**config.mk**
```make
export PLATFORM = sky130hd
export DESIGN_NAME = memory_seq_gen
export DESIGN_NICKNAME = d
export VERILOG_FILES = /design/src/rtl/memory_seq_gen.sv
export SDC_FILE = /design/constraint.sdc
export NUM_CORES = 1
export LEC_CHECK = 0
export ABC_AREA = 1
export CAP_MARGIN = 0
export CORE_MARGIN = 2
export CORE_UTILIZATION = 51
export DETAILED_ROUTE_END_ITERATION = 10
export PLACE_DENSITY = 0.7
export SLEW_MARGIN = 20
export SYNTH_ARGS = -nofsm -noshare
export SYNTH_HDL_FRONTEND = slang
export SYNTH_SLANG_ARGS = --single-unit
```
**constraint.sdc**
```tcl
create_clock -name clk -period 4.5 [get_ports clk]
set_clock_uncertainty 0.2 [all_clocks]
set_input_delay 0.45 -clock clk [delete_from_list [all_inputs] [get_ports clk]]
set_output_delay 0.45 -clock clk [all_outputs]
set_load 0.01 [all_outputs]
```
**src/rtl/memory_seq_gen.sv**
```systemverilog
// memory_seq_gen: pseudo-random sequence generator for a memory game.
// On a rising edge of go it produces SEQ_LEN values from a 5-bit LFSR, displays each
// one for SHOW_TICKS cycles on cur_val (with BCD digits), stores them, and then
// raises done. The stored values can be read back through a registered read port.
//
// Ports:
//   clk      in   system clock, all state on the rising edge
//   rst      in   asynchronous reset, active-high
//   go       in   start request (level; rising edge detected internally)
//   rd_addr  in   read index into the stored sequence
//   rd_data  out  stored value at rd_addr, one cycle latency (0 when out of range)
//   cur_val  out  value currently displayed (0 when not showing)
//   ones     out  BCD units digit of cur_val
//   tens     out  BCD tens digit of cur_val
//   show     out  high while a value is being displayed
//   idx      out  index of the value currently displayed
//   done     out  sequence complete and stored
module memory_seq_gen #(
  parameter int unsigned SHOW_TICKS = 50000000,
  parameter int unsigned SEQ_LEN    = 10,
  parameter logic [4:0]  SEED       = 5'b10101
) (
  input  logic       clk,
  input  logic       rst,
  input  logic       go,
  input  logic [3:0] rd_addr,
  output logic [4:0] rd_data,
  output logic [4:0] cur_val,
  output logic [3:0] ones,
  output logic [3:0] tens,
  output logic       show,
  output logic [3:0] idx,
  output logic       done
);

  localparam int unsigned     CntW      = $clog2(SHOW_TICKS + 1);
  localparam logic [CntW-1:0] CntReload = CntW'(SHOW_TICKS - 1);
  localparam logic [3:0]      LastIdx   = 4'(SEQ_LEN - 1);

  typedef enum logic [1:0] {
    StIdle,
    StShow,
    StDone
  } state_e;

  state_e          state_q;
  logic [4:0]      lfsr_q;
  logic [4:0]      lfsr_next;
  logic [CntW-1:0] cnt_q;
  logic            go_q;
  logic            arm_q;
  logic            go_edge;
  logic [4:0]      mem_q [SEQ_LEN];
  logic [4:0]      rd_mux;

  // Feedback taps 4 and 2 give a maximal-length sequence, so zero is never reached.
  assign lfsr_next = {lfsr_q[3:0], lfsr_q[4] ^ lfsr_q[2]};

  // arm_q stays low for the first clock after reset so that a go already high at
  // reset release is not mistaken for a rising edge.
  assign go_edge = go & ~go_q & arm_q;

  assign tens = 4'(cur_val / 5'd10);
  assign ones = 4'(cur_val % 5'd10);

  always_comb begin
    rd_mux = '0;
    for (int i = 0; i < int'(SEQ_LEN); i++) begin
      if (rd_addr == 4'(i)) begin
        rd_mux = mem_q[i];
      end
    end
  end

  always_ff @(posedge clk or posedge rst) begin
    if (rst) begin
      state_q <= StIdle;
      lfsr_q  <= SEED;
      cnt_q   <= '0;
      go_q    <= 1'b0;
      arm_q   <= 1'b0;
      rd_data <= '0;
      cur_val <= '0;
      show    <= 1'b0;
      idx     <= '0;
      done    <= 1'b0;
      for (int i = 0; i < int'(SEQ_LEN); i++) begin
        mem_q[i] <= '0;
      end
    end else begin
      go_q    <= go;
      arm_q   <= 1'b1;
      rd_data <= rd_mux;

      unique case (state_q)
        StIdle, StDone: begin
          if (go_edge) begin
            for (int i = 0; i < int'(SEQ_LEN); i++) begin
              mem_q[i] <= '0;
            end
            mem_q[0] <= lfsr_next;
            lfsr_q   <= lfsr_next;
            cur_val  <= lfsr_next;
            idx      <= '0;
            show     <= 1'b1;
            done     <= 1'b0;
            cnt_q    <= CntReload;
            state_q  <= StShow;
          end
        end

        StShow: begin
          if (cnt_q != '0) begin
            cnt_q <= cnt_q - 1'b1;
          end else if (idx != LastIdx) begin
            for (int i = 1; i < int'(SEQ_LEN); i++) begin
              if (4'(i) == idx + 4'd1) begin
                mem_q[i] <= lfsr_next;
              end
            end
            idx     <= idx + 4'd1;
            lfsr_q  <= lfsr_next;
            cur_val <= lfsr_next;
            cnt_q   <= CntReload;
          end else begin
            show    <= 1'b0;
            done    <= 1'b1;
            cur_val <= '0;
            state_q <= StDone;
          end
        end

        default: state_q <= StIdle;
      endcase
    end
  end

endmodule

```
# Word-level counts from Yosys, hierarchy flattened
# Index checks and enable logic that the tools add are counted.
[word_totals]
reg_bits = 101
in_bits = 7
output_inout_bits = 24
elab_cells = 133
[op_classes]
addsub = 2
div_mod_pow = 2
eq_ne = 35
mux = 50
bitwise_logic = 4
n_reduce_logical = 20
[ops]
columns = ["cell", "n"]
rows = [
  ["$mux 45", 3],
  ["$mux 5", 24],
  ["$pmux 45 s2", 1],
  ["$mux 26", 3],
  ["$pmux 26 s2", 1],
  ["$reduce_and 5->1", 9],
  ["$ne 2x2->1 const B", 13],
  ["$reduce_bool 26->1", 1],
  ["$sub 26x1->26 const B", 1],
  ["$pmux 5 s2", 2],
  ["$eq 3x4->1 const A", 4],
  ["$eq 4x3->1 const B", 4],
  ["$mux 4", 3],
  ["$reduce_and 3->1", 3],
  ["$eq 2x4->1 const A", 2],
  ["$eq 4x2->1 const B", 2],
  ["$eq 4x4->1 const A", 2],
  ["$eq 4x4->1 const B", 2],
  ["$pmux 4 s2", 1],
  ["$reduce_and 4->1", 2],
  ["$mux 1", 6],
  ["$mux 2", 3],
  ["$div 5x4->5 const B", 1],
  ["$mod 5x4->5 const B", 1],
  ["other kinds (17)", 19],
]

# Logic depth before layout (Yosys ltp)
[logic_depth]
ltp_word = 11
ltp_mapped = 12

# Worst setup path before layout
# Ideal clock, no wire load.
[synth_timing]
kind = "reg2out"
from = "reg cur_val[2]"
to = "out ones[2]"
arrival_time_ns = 1.624
required_ns = 3.850
setup_slack_ns = 2.226
path_stages_with_launch = 9
path_buffers = 0
cell_sequence = "dfrtp_1 > inv_1 > nand3_1 > o21ai_1 > inv_1 > ha_1 > nor3_1 > o21ai_1 > o21ai_0"
[synth_between]
elab_chain_len = 1
[synth_rtl]
columns = ["element", "line", "rtl"]
rows = [
  ["from (decl)", "28", "output logic [4:0] cur_val,"],
  ["from (signal assigned)", "103", "cur_val <= lfsr_next;"],
  ["from (signal assigned)", "123", "cur_val <= lfsr_next;"],
  ["$mod 5x4->5", "64", "assign ones = 4'(cur_val % 5'd10);"],
  ["to (decl)", "29", "output logic [3:0] ones,"],
]
# No other way between the ends.

# Worst setup path after layout
# Same ends and word-level chain as after synthesis.

==> summary.md <==
| Metric | Value |
|---|---|
| Status | `completed` |
| Synth-to-Final Area Change | `10.0%` |
| Die H | `110 um` |
| Critical Path End Type | `output pin` |
| Max FO, Critical Path | `6` |
| Post-route setup TNS | `0 ns` |
| # diodes | `0` |
| Worst vdd ir | `0.299 mV` |
| Max incr delay on CP | `0.56 ns` |
| DR vias | `5167` |
| Non-Filler Instances | `927` |
| Final nets | `796` |
| Final min period | `3.17 ns` |
| First DRT Iteration DRCs | `425` |
| Worst-skew pair later-pin latency | `0.35 ns` |
| Mean Syn Cell Area | `7.47 sq um` |
| Inst Count DP | `911` |
| TritonCTS clock tree | `done` |
| Post-DRT Antenna Nets | `0` |
| Vias per cell | `5.57` |
| Die Width | `110 um` |
| Type of the most critical hold path | `reg2reg` |
| Worst-margin pin slew | `1.01 ns` |
| Fmax | `0.316 GHz` |
| Clock transition at path regs | `0.07 ns` |
| Top Layer Used | `met4` |
| Clock Tree Buf Depth | `2` |
| # port buffers | `28` |
| GRT overflow | `0` |
| Die area | `12100 sq um` |
| CP startpoint kind | `flip-flop` |
| Reg power frac | `0.404` |
| Worst EP arrival | `2.52 ns` |
| RSZ-0062 raised after global routing | `false` |
| Antenna violations before repair | `0` |
| Setup violations, final | `0` |
| Worst endpoint required time | `3.85 ns` |
| M1 WL | `6.45 mm` |
| Max-Cap Viols | `0` |
| Starting density of the core | `0.525` |
| Period Utilization, post-route | `0.704` |
| Hold_ws | `0.270 ns` |
| Switching Power | `1170 uW` |
| Comb pwr share | `0.333` |
| CP top delay family | `buffers and inverters` |
| Post-CTS Setup Repair Bufs | `0` |
| Area of the core | `10900 sq um` |
| Share of layout cells above drive strength 1 | `0.0762` |
| Vias in the first global route | `4795` |
| Sequential share of the synthesized area | `0.441` |
| Wire per inst | `14.9 um` |
| CTS H-tree lvls | `3` |
| Synth cell types | `40` |
| Slowest-stage cell, CP | `clkdlybuf4s50_1` |
| Switching share of power | `0.409` |
| CP Class | `reg2out` |
| DR WL met2 | `6.26 mm` |
| WP buf/inv | `3` |
| Total Wirelength | `13.8 mm` |
| Seq cells post-synth | `101` |
| Slew margin rel. | `0.327` |
| GP Congestion | `0.897` |
| Power per cell area | `453 nW/um^2` |
| TritonRoute pass-1 iters | `7` |
| Rows | `38` |
| # IOs | `31` |
| Pleak | `0.00318 uW` |
| # DRC | `0` |
| Largest net degree at the start of global routing | `81` |
| Hold buffers post-CTS | `0` |
| Fin. max-slew vios | `0` |
| Fin. Hold Viols | `0` |
| Syn Inst Count | `769` |
| Met3 WL post-DR | `798 um` |
| First-pass GRT wire length | `23.6 mm` |
| Power Internal | `1690 uW` |
| Root Driver | `clkbuf_16` |
| # resized after CTS | `0` |
| Clk sinks | `101` |
| Syn Std Cell Area | `5740 sq um` |
| HPWL after DPL | `9.57 mm` |
| Num CTS Buffers | `9` |
| Clock network power share | `0.263` |
| Yosys warns | `0` |
| Crit path cell chain | `inv_1 > nand3_1 > o21ai_1 > inv_1 > ha_1 > nor3_1 > o21ai_1 > o21ai_0 > clkdlybuf4s50_1` |
| All-Layer GR Usage | `0.253` |
## registers in the layout, summed over array words and instances (netlist names)
signal	cells
arm_q	1
cnt_q	26
cur_val	5
done	1
go_q	1
idx	4
lfsr_q	5
mem_q	50
rd_data	5
show	1
state_q	2
## kinds of logic after synthesis
kind of cell / Yosys count / share of synthesized area
and+or+nand+nor: 519 / 0.417
DFF: 101 / 0.441
buffers and inverters: 93 / 0.0754
AOI/OAI and AO/OA: 37 / 0.0340
xor gates and xnor gates: 10 / 0.0166
adders and majority gates: 7 / 0.0152
other: 2 / 0.00131
## cells in the mapped netlist (all sizes together)
library cell	n	area [sq um]
a21oi	3	15.0
and2	1	6.26
buf	23	168
clkbuf	6	22.5
clkinv	1	3.75
conb	2	7.51
dfrtp	98	2450
dfstp	3	78.8
ha	7	87.6
inv	63	239
nand2	276	1060
nand3	74	428
nand3b	4	30.0
nand4	77	482
nor2	79	338
nor3	3	15.0
nor4	1	6.26
o2111ai	2	17.5
o21a	1	7.51
o21ai	31	155
or2	4	25.0
xnor2	2	17.5
xor2	8	77.6
## worst register-to-register path, stage by stage, from the launching register on
cell	delay, ns
dfrtp_1	0.42
inv_1	0.13
ha_1	0.33
nand2_4	0.14
nor2_8	0.18
nand2_1	0.09
inv_2	0.07
nand2_4	0.14
nand2_4	0.57
nand3_1	0.35
nand2_1	0.15
nand2_1	0.06
## cell type report
type,instances,area [sq um]
Sequential cell,101,2530
Clock inverter,4,30.0
Multi-Input combinational cell,576,2780
Clock buffer,12,256
Fill cell,1045,4620
Timing Repair Buffer,30,295
Inverter,64,248
Tap cell,140,175
## cell usage in the layout, fill, tap and decap left out, types with 11 or more instances in the layout
cell type	Yosys	layout
nor2_1	72	72
o21ai_0	11	11
nand4_1	77	77
inv_2	14	14
dfrtp_1	98	98
clkdlybuf4s50_1	0	28
o21ai_1	20	20
inv_1	48	47
nand2_1	271	271
nand3_1	64	64
## power by group through the flow
stage          Clock, uW  Combinational (uW)  Sequential, uW
2_1_floorplan          0                 820            1140
3_3_place_gp           0                 918            1170
3_5_place_dp           0                 952            1170
4_1_cts              771                 953            1150
5_1_grt              812                1090            1180
6_report             752                 953            1160
## final timing paths
kind                                               to  depth (start not counted)                   start  slack (ns)
max in group asynchronous       lfsr_q[4]$_DFFE_PP1P_                          3                     rst        2.86
worst min register to register  mem_q[33]$_DFFE_PP0P_                          2   mem_q[33]$_DFFE_PP0P_        0.27
worst min-delay path            mem_q[33]$_DFFE_PP0P_                          2   mem_q[33]$_DFFE_PP0P_        0.27
worst max register to register   mem_q[2]$_DFFE_PP0P_                         11    cnt_q[0]$_DFFE_PP0P_        1.55
worst max-delay path                          ones[2]                          9  cur_val[2]$_DFFE_PP0P_        1.33
min in group asynchronous       mem_q[31]$_DFFE_PP0P_                          2                     rst        0.41
## stage by stage
stage	total power (uW)	setup slack, ns	cell area [sq um]	util
4_1_cts	2880	1.33	6320	0.578
6_report	2860	1.33	6320	0.578
3_5_place_dp	2120	1.56	6030	0.551
2_1_floorplan	1960	1.21	5750	-
5_1_grt	3080	1.07	6320	0.578
3_3_place_gp	2090	1.65	6030	0.551
## per-layer routing
layer,GRT usage,vias to the layer above
li1,-,2550
met1,0.361,2441
met2,0.383,152
met3,0.0541,24
met4,0.0857,0
met5,0,-
Power figures use the tool's default switching activity.
